`config.mk`:
```
export PLATFORM = sky130hd
export DESIGN_NAME = simon_sequencer
export DESIGN_NICKNAME = d
export VERILOG_FILES = /design/src/rtl/simon_sequencer.sv
export SDC_FILE = /design/constraint.sdc
export NUM_CORES = 1
export LEC_CHECK = 0
export ABC_AREA = 1
export CAP_MARGIN = 40
export CORE_ASPECT_RATIO = 2
export CORE_MARGIN = 10
export CORE_UTILIZATION = 27
export DETAILED_ROUTE_END_ITERATION = 12
export PLACE_DENSITY_LB_ADDON = 0.08
export SYNTH_ARGS = -nofsm -noshare
export SYNTH_HDL_FRONTEND = slang
export SYNTH_SLANG_ARGS = --single-unit
```
`constraint.sdc`:
```
create_clock -name clock -period 9.4 [get_ports clock]
set_clock_uncertainty 0.1 [all_clocks]
set_input_delay 2.35 -clock clock [delete_from_list [all_inputs] [get_ports clock]]
set_output_delay 2.35 -clock clock [all_outputs]
set_load 0.005 [all_outputs]
```
`src/rtl/simon_sequencer.sv`:
```
// -----------------------------------------------------------------------------
// simon_sequencer
//   Round controller for the Simon game. Keeps the colour pattern in a
//   flip-flop register file, appends one pseudo-random colour per round,
//   plays the pattern on the lamps, then checks the player's presses.
//
// Ports
//   clock      in   system clock, rising edge
//   reset      in   synchronous active-high reset, clears all state
//   start      in   one-cycle pulse, begins a new game (ignored while busy)
//   btn_valid  in   one-cycle pulse, player pressed a button
//   btn_color  in   [1:0] colour of the press, sampled with btn_valid
//   lamp       out  [3:0] one-hot lamp drive, 0 = dark
//   busy       out  high while a game is in progress
//   round      out  current pattern length, held in WIN/LOSE
//   win        out  high while in WIN
//   lose       out  high while in LOSE
//
// Optional feature (macro SIMON_ECHO_EN)
//   When defined, each correct press in INPUT lights its colour for
//   SHOW_TICKS cycles. When undefined, the lamps stay dark during INPUT.
// -----------------------------------------------------------------------------
module simon_sequencer #(
  parameter int unsigned MAX_LEN       = 16,
  parameter int unsigned SHOW_TICKS    = 4,
  parameter int unsigned GAP_TICKS     = 2,
  parameter int unsigned TIMEOUT_TICKS = 64,
  parameter logic [7:0]  LFSR_SEED     = 8'hA5
) (
  input  logic                             clock,
  input  logic                             reset,
  input  logic                             start,
  input  logic                             btn_valid,
  input  logic [1:0]                       btn_color,
  output logic [3:0]                       lamp,
  output logic                             busy,
  output logic [$clog2(MAX_LEN + 1) - 1:0] round,
  output logic                             win,
  output logic                             lose
);

  localparam int unsigned RW   = $clog2(MAX_LEN + 1);
  localparam int unsigned TMAX = (TIMEOUT_TICKS > SHOW_TICKS)
                                 ? ((TIMEOUT_TICKS > GAP_TICKS) ? TIMEOUT_TICKS : GAP_TICKS)
                                 : ((SHOW_TICKS > GAP_TICKS) ? SHOW_TICKS : GAP_TICKS);
  localparam int unsigned TW   = $clog2(TMAX + 1);

  typedef enum logic [2:0] {
    S_IDLE,
    S_EXTEND,
    S_SHOW,
    S_GAP,
    S_INPUT,
    S_WIN,
    S_LOSE
  } state_t;

  state_t          state_q, state_d;
  logic [7:0]      lfsr_q, lfsr_d;
  logic [RW-1:0]   len_q, len_d;
  logic [RW-1:0]   idx_q, idx_d;
  logic [TW-1:0]   tick_q, tick_d;
  logic [1:0]      pattern [MAX_LEN];
  logic            wr_en;
  logic            hit;
  logic [1:0]      cur_col;
  logic [1:0]      show_col;
  logic [3:0]      lamp_d;
  logic            busy_d, win_d, lose_d;
  logic [RW-1:0]   round_d;

`ifdef SIMON_ECHO_EN
  localparam int unsigned EW = $clog2(SHOW_TICKS + 1);
  logic [EW-1:0]   echo_cnt_q, echo_cnt_d;
  logic [1:0]      echo_col_q, echo_col_d;
`endif

  // Next-state, datapath and registered-output decode
  always_comb begin
    state_d  = state_q;
    len_d    = len_q;
    idx_d    = idx_q;
    tick_d   = tick_q;
    wr_en    = 1'b0;
    hit      = 1'b0;
    cur_col  = 2'b00;
    show_col = 2'b00;
    lamp_d   = 4'b0000;

    // x^8+x^6+x^5+x^4+1, shifting left; free-running so start time seeds it
    lfsr_d = {lfsr_q[6:0], lfsr_q[7] ^ lfsr_q[5] ^ lfsr_q[4] ^ lfsr_q[3]};

    for (int unsigned i = 0; i < MAX_LEN; i++) begin
      if (RW'(i) == idx_q) cur_col = pattern[i];
    end

    unique case (state_q)
      S_IDLE, S_WIN, S_LOSE: begin
        if (start) begin
          len_d   = '0;
          state_d = S_EXTEND;
        end
      end
      S_EXTEND: begin
        wr_en   = 1'b1;
        len_d   = len_q + RW'(1);
        idx_d   = '0;
        tick_d  = '0;
        state_d = S_SHOW;
      end
      S_SHOW: begin
        if (tick_q == TW'(SHOW_TICKS - 1)) begin
          tick_d  = '0;
          state_d = S_GAP;
        end else begin
          tick_d = tick_q + TW'(1);
        end
      end
      S_GAP: begin
        if (tick_q == TW'(GAP_TICKS - 1)) begin
          tick_d = '0;
          if (idx_q + RW'(1) == len_q) begin
            idx_d   = '0;
            state_d = S_INPUT;
          end else begin
            idx_d   = idx_q + RW'(1);
            state_d = S_SHOW;
          end
        end else begin
          tick_d = tick_q + TW'(1);
        end
      end
      S_INPUT: begin
        if (btn_valid) begin
          if (btn_color == cur_col) begin
            hit = 1'b1;
            if (idx_q == len_q - RW'(1)) begin
              state_d = (len_q == RW'(MAX_LEN)) ? S_WIN : S_EXTEND;
            end else begin
              idx_d  = idx_q + RW'(1);
              tick_d = '0;
            end
          end else begin
            state_d = S_LOSE;
          end
        end else if (tick_q == TW'(TIMEOUT_TICKS - 1)) begin
          state_d = S_LOSE;
        end else begin
          tick_d = tick_q + TW'(1);
        end
      end
      default: state_d = S_IDLE;
    endcase

    // Colour for the next SHOW cycle; bypass the entry being written this cycle
    for (int unsigned i = 0; i < MAX_LEN; i++) begin
      if (RW'(i) == idx_d) show_col = pattern[i];
    end
    if (wr_en && (idx_d == len_q)) show_col = lfsr_q[1:0];

    if (state_d == S_SHOW) lamp_d = 4'b0001 << show_col;

`ifdef SIMON_ECHO_EN
    // Echo restarts on every correct press and is cut when INPUT is left
    echo_col_d = echo_col_q;
    echo_cnt_d = (echo_cnt_q != '0) ? echo_cnt_q - EW'(1) : '0;
    if (hit) begin
      echo_cnt_d = EW'(SHOW_TICKS);
      echo_col_d = btn_color;
    end
    if (state_d != S_INPUT) echo_cnt_d = '0;
    if ((state_d == S_INPUT) && (echo_cnt_d != '0)) lamp_d = 4'b0001 << echo_col_d;
`endif

    busy_d  = (state_d == S_EXTEND) || (state_d == S_SHOW) ||
              (state_d == S_GAP)    || (state_d == S_INPUT);
    win_d   = (state_d == S_WIN);
    lose_d  = (state_d == S_LOSE);
    // Length already reads as the extended value during the EXTEND cycle
    round_d = (state_d == S_EXTEND) ? len_d + RW'(1) : len_d;
  end

  // State, counters and registered outputs
  always_ff @(posedge clock) begin
    if (reset) begin
      state_q <= S_IDLE;
      lfsr_q  <= LFSR_SEED;
      len_q   <= '0;
      idx_q   <= '0;
      tick_q  <= '0;
      lamp    <= 4'b0000;
      busy    <= 1'b0;
      round   <= '0;
      win     <= 1'b0;
      lose    <= 1'b0;
    end else begin
      state_q <= state_d;
      lfsr_q  <= lfsr_d;
      len_q   <= len_d;
      idx_q   <= idx_d;
      tick_q  <= tick_d;
      lamp    <= lamp_d;
      busy    <= busy_d;
      round   <= round_d;
      win     <= win_d;
      lose    <= lose_d;
    end
  end

  // Pattern register file; contents are don't-care after reset
  always_ff @(posedge clock) begin
    if (wr_en) begin
      for (int unsigned i = 0; i < MAX_LEN; i++) begin
        if (RW'(i) == len_q) pattern[i] <= lfsr_q[1:0];
      end
    end
  end

`ifdef SIMON_ECHO_EN
  // Echo lamp state
  always_ff @(posedge clock) begin
    if (reset) begin
      echo_cnt_q <= '0;
      echo_col_q <= 2'b00;
    end else begin
      echo_cnt_q <= echo_cnt_d;
      echo_col_q <= echo_col_d;
    end
  end
`endif

endmodule

```
After elaboration in Yosys (flattened, before gate mapping)
Memory sizes are Yosys's and may differ from the RTL's.
Index checks and enable logic that the tools add are counted.
{"block": "totals", "register_bits": 40, "mem_bits_rw": 32, "input_bits": 6, "output_inout_bits": 12, "wordCells": 269, "n_memories": 1}
{"name": "pattern", "depth": 16, "word_bits": 2, "read_ports": 16, "rd_clocked_by_memory_dff": 0, "write_ports": 1, "line": "63", "text": "logic [1:0] pattern [MAX_LEN];"}
{"block": "op_classes", "add_sub_neg": 5, "eq_ne": 68, "shift": 1, "n_mux": 153, "n_bitwise": 4, "n_reduce_logical": 27}
{"cell": "$eq 4x5->1 const A", "n": 24}
{"cell": "$mux 2", "n": 48}
{"cell": "$mux 1", "n": 64}
{"cell": "$eq 3x5->1 const A", "n": 12}
{"cell": "$mux 4", "n": 15}
{"cell": "$mux 7", "n": 6}
{"cell": "$mux 5", "n": 7}
{"cell": "$reduce_or 2->1", "n": 16}
{"cell": "$eq 2x5->1 const A", "n": 6}
{"cell": "$pmux 7 s4", "n": 1}
{"cell": "$mux 3", "n": 9}
{"cell": "$eq 3x3->1 const B", "n": 6}
{"cell": "$add 5x1->5 const B", "n": 3}
{"cell": "$eq 1x5->1 const A", "n": 3}
{"cell": "$eq 5x5->1", "n": 3}
{"cell": "$logic_not 5->1", "n": 3}
{"cell": "$pmux 3 s5", "n": 1}
{"cell": "$pmux 5 s3", "n": 1}
{"cell": "$eq 3x2->1 const B", "n": 4}
{"cell": "$pmux 5 s2", "n": 1}
{"cell": "$ne 3x3->1 const B", "n": 3}
{"cell": "$add 7x1->7 const B", "n": 1}
{"cell": "$eq 7x1->1 const B", "n": 1}
{"cell": "$eq 7x2->1 const B", "n": 1}
{"cell": "other kinds (14)", "n": 19}

Longest topological paths before layout
{"block": "logic_depth", "word_depth": 40, "mapped_depth": 42, "ltp_nobuf": 42}

Worst setup path after synthesis
No wires, ideal clock.
{"block": "synth_timing", "kind": "in2reg", "from": "input btn_color[0]", "to": "register lamp[2]", "setup_ns": 0.112, "t_arrival_ns": 4.044, "required_time_ns": 9.188, "path_slack_ns": 5.144, "stages": 20, "path_buffers": 0, "cell_sequence": "inv_1 > nand3_2 > nand3_2 > nor2_4 > nand2_1 > nand2_1 > nand3_2 > nand3_4 > inv_2 > nor2_8 > nand3_2 > or2_1 > nand2_1 > nand4_1 > nor2_2 > nand4_1 > nor2_1 > nand3_1 > nand3_1 > nor2_1"}
{"block": "synth_between", "elab_chain_len": 23, "elab_cells_between_ends": 46, "cone_classes": "eq/ne: 18; shift: 1; mux: 23; bitwise: 1; reduce/logical: 3"}
{"item": "from (decl)", "line": "34", "text": "input logic [1:0] btn_color,"}
{"item": "$eq 2x2->1 *", "line": "135", "text": "if (btn_color == cur_col) begin"}
{"item": "$mux 5", "line": "135"}
{"item": "$mux 5", "line": "134", "text": "if (btn_valid) begin"}
{"item": "$pmux 5 s3", "line": "97", "text": "unique case (state_q)"}
{"item": "$logic_not 5->1", "line": "157", "text": "if (RW'(i) == idx_d) show_col = pattern[i];"}
{"item": "$mux 2 (16 in a row)", "line": "157"}
{"item": "$mux 2", "line": "159", "text": "if (wr_en && (idx_d == len_q)) show_col = lfsr_q[1:0];"}
{"item": "$shl 1x2->4", "line": "161", "text": "if (state_d == S_SHOW) lamp_d = 4'b0001 << show_col;"}
{"item": "to (signal assigned)", "line": "202", "text": "lamp <= lamp_d;"}
{"item": "to (decl)", "line": "35", "text": "output logic [3:0] lamp,"}
Mark *: on every way between the ends. The rest lies on a longest branch, timed or not.
A chain may end at the register's enable or synchronous reset.

Final worst setup path
{"block": "layout_timing", "from": "input btn_color[0]", "to": "register lamp[0]"}
Same word-level chain as after synthesis.

==> metrics.md <==
| Metric | Value |
|---|---|
| Status | `completed` |
| Post-synth top area share | `between 20% and 30%` |
| Power density cells | `233 nW/um2` |
| Number of synthesized flops with an enable pin | `32` |
| Setup bufs post-CTS | `0` |
| Distinct cells, synth | `38` |
| Synth Area in Compound Gates | `7.10%` |
| Cells along the critical path | `clkdlybuf4s50_1 -> inv_1 -> nand3_2 -> nand3_2 -> nor2_4 -> nand3_1 -> nand3_1 -> nand3b_2 -> inv_2 -> nand3_1 -> nor3_1 -> a21oi_1 -> nand4_1 -> nand2_1 -> nand2_1 -> nand2_1 -> nand4_1 -> nand2_1 -> nand3_1 -> nand2_2 -> inv_1 -> nor2_1` |
| Clk slew on worst S/H paths | `around 0.060 ns` |
| Slew Viols, Final | `0` |
| R2r setup slk | `around 4.6 ns` |
| MaxCap Viol Count | `0` |
| Crit path time final | `~5.2 ns` |
| Die height | `203 um` |
| Rel. slew slack | `between 40% and 50%` |
| CTS resizes | `0` |
| Synth warn | `0` |
| Initial antenna violation count | `0` |
| CTS max path bufs | `2` |
| Cell taking the most area after synthesis | `edfxtp_1` |
| Fill cells | `1821` |
| DRT iter0 DRCs | `between 150 and 200` |
| Crit Path Category | `in -> reg` |
| Clk_lat worst skew | `between 0.3 and 0.4 ns` |
| Die X-Extent | `between 100 and 150 um` |
| Initial Util | `27.6%` |
| GRT Overall Usage | `about 14%` |
| Grt ovf | `0` |
| Synth area leaders | `edfxtp_1, dfxtp_1, nand2_1, inv_1, nor2_1` |
| Crit path from | `btn_color[0]` |
| NumNets Final | `675` |
| ANT cells | `0` |
| Post-Synth Adder-Cell Area | `3.88%` |
| Antenna Nets Post-Route | `0` |
| Syn_nets | `between 600 and 700` |
| Peak per-stage delay on the critical path | `just over 0.5 ns` |
| Die area | `22600 um2` |
| Utilization after layout | `31.7%` |
| Leakage | `between 0.002 and 0.0025 uW` |
| Final period util | `between 50% and 60%` |
| Vias | `roughly 4000` |
| RSZ-0062 raised after global routing | `no` |
| Layout Area Growth over Synthesis | `15.0%` |
| CP Launch Type | `primary input` |
| Core Area | `approximately 16000 um2` |
| Mux cell area share after synthesis | `0%` |
| Total Neg Setup Slack | `0 ns` |
| Final setup viols | `0` |
| Footprint of the multi-input gates | `approximately 2300 um2` |
| Post-Synth Simple-Gate Area | `36.0%` |
| Worst Setup End Kind | `flip-flop` |
| Register area | `between 1500 and 2000 um2` |
| Vias in the first global route | `around 4300` |
| CTS sink cnt | `around 70` |
| CTS tree | `done` |
| CP max FO | `12` |
| Sequential cell area fraction in the yosys report | `around two fifths` |
| Fraction of registers with async set/reset | `0%` |
| DRC violations left | `0` |
| Num CTS Buffers | `9` |
| Post-synthesis register bit count | `between 70 and 80` |
| Mapped Area | `roughly 4500 um2` |
| Input/output buffers | `17` |
| Worst-Margin Slew | `0.842 ns` |
| Vias per cell | `4.70` |
| Main combinational cell family by area after synthesis | `simple AND/OR/NAND/NOR gates` |
| Gp weighted congestion | `0.863` |
| Crit-path slowest cell | `clkdlybuf4s50_1` |
| H-Tree Depth | `3` |
| IO Pins | `18` |
| Dominant synthesized flop cell | `dfxtp_1` |
| Max IR drop VDD | `around 0.11 mV` |
| Syn Inst Count | `634` |
| Arrival @ worst endpoint | `between 5 and 6 ns` |
| Layout cells sized above 1 | `~8.3%` |
| Largest net degree at the start of global routing | `23` |
| CP endpoint | `lamp[0]$_SDFF_PP0_` |
| Hold-fix buffers, CTS | `0` |
| Max Clock Freq | `0.192 GHz` |
| XOR/XNOR Fraction of Synth Area | `3.30%` |
| Clock root buffer | `clkbuf_16` |
| Endpoints failing hold | `0` |
| WL/cell | `about 17 um` |
| DP HPWL | `12200 um` |
| Hold Crit Class | `reg -> reg` |
| RR Endpoint | `lamp[0]$_SDFF_PP0_` |
| Core Rows | `66` |
| Post-Syn Area per Cell | `between 7 and 8 um2` |
| WP data required | `~9.6 ns` |
| Drt first pass iters | `5` |
| First-pass GRT wire length | `23700 um` |
| Worst r2r src | `idx_q[1]$_SDFF_PP0_` |
| Post-Route WL | `14900 um` |
| Worst R2R Path Depth | `38` |
==> where the power goes <==
group / switching, uW / internal (uW) / leakage, uW / total (uW)
combinational: 331 / 161 / 0.00147 / 492
clock: 142 / 187 / 0.000144 / 329
sequential: 29.5 / 358 / 0.000614 / 387
total: 502 / 706 / 0.00223 / 1210
==> cells in the final DEF, fill, tap and decap left out, types with 2 or more instances in the layout <==
cell type,count
or2_2,3
xor2_1,11
nor4_1,6
nand4_1,15
clkbuf_16,9
xnor2_1,6
o21ai_0,23
inv_6,2
o311ai_0,2
o21bai_1,2
nand3_1,49
nand2_2,5
o211ai_1,4
nand3_2,11
clkdlybuf4s50_1,17
nand2_1,134
or2_1,2
nor3_1,17
inv_4,4
nor2_2,4
a21oi_1,20
inv_1,106
clkinv_2,2
nor3b_1,4
dfxtp_1,40
nor2_4,3
inv_2,7
edfxtp_1,32
o21ai_1,3
ha_1,14
nor2_1,93
==> flip-flops by register name, summed over array words and instances, names as in the netlist, 3 cells and up <==
register  count
lfsr_q        8
idx_q         5
tick_q        7
pattern      32
len_q         5
round         5
lamp          4
state_q       3
==> worst max-delay path, delay by kind of cell <==
| family | cells | cell delay [ns] |
|---|---|---|
| and+or+nand+nor | 17 | 1.99 |
| buffers and inverters | 4 | 0.88 |
| AOI/OAI and AO/OA | 1 | 0.13 |
==> synth_stat cells (14+ instances only) <==
cell	n
o21ai_0	23
inv_1	106
edfxtp_1	32
ha_1	14
nand2_1	134
dfxtp_1	40
nor2_1	93
nand4_1	15
a21oi_1	20
nand3_1	49
nor3_1	17
==> kinds of logic (layout without fill, tap and decap cells) <==
family	Yosys count	after routing
buffers and inverters	124	150
AO/OA/AOI/OAI	58	58
AND/OR/NAND/NOR	349	349
flip-flops	72	72
adder cells (fa/ha/maj)	14	14
XOR/XNOR	17	17
==> stage by stage <==
step | std cells | power [uW] | worst slack (ns) | cell area, um2 | hold slack, ns
final | 864 | 1210 | 4.18 | 5190 | 0.312
after global routing | 864 | 1320 | 3.88 | 5190 | 0.329
after CTS | 864 | 1230 | 4.15 | 5190 | 0.318
after detailed placement | 848 | 893 | 3.79 | 4910 | 0.307
after global placement | 847 | 893 | 3.74 | 4900 | 0.303
after floorplan | 634 | 732 | 5.14 | 4510 | 0.288
==> routing by layer <==
layer | track usage [%] | up-vias | part of all wire [%] | routed length [um]
met3 | 2.45 | 36 | 2.5 | 372
met1 | 11.3 | 1888 | 33 | 4910
li1 | - | 2077 | - | -
met2 | 27.8 | 62 | 59 | 8750
met5 | 0 | - | 0 | 0
met4 | 8.95 | 0 | 5.5 | 823
==> cell type report <==
type	count	area share [%]
clock buffers	10	4.60
well taps	204	4.92
clock inverters	6	0.771
repair buffers	18	3.57
inverters	116	8.49
flip-flops and latches	72	33.9
multi-input cells	438	43.7
==> worst min path at each step <==
stage / startpoint / slack, ns / endpoint / cells past startpoint
3_5_place_dp: lfsr_q[2]$_SDFF_PP1_ / 0.31 / lfsr_q[3]$_SDFF_PP0_ / 2
2_1_floorplan: lfsr_q[2]$_SDFF_PP1_ / 0.29 / lfsr_q[3]$_SDFF_PP0_ / 2
3_3_place_gp: lfsr_q[6]$_SDFF_PP0_ / 0.30 / lfsr_q[7]$_SDFF_PP1_ / 1
5_1_grt: lfsr_q[2]$_SDFF_PP1_ / 0.33 / lfsr_q[3]$_SDFF_PP0_ / 2
4_1_cts: lfsr_q[6]$_SDFF_PP0_ / 0.32 / lfsr_q[7]$_SDFF_PP1_ / 1
6_report: lfsr_q[6]$_SDFF_PP0_ / 0.31 / lfsr_q[7]$_SDFF_PP1_ / 1
(Power assumes the default switching activity.)
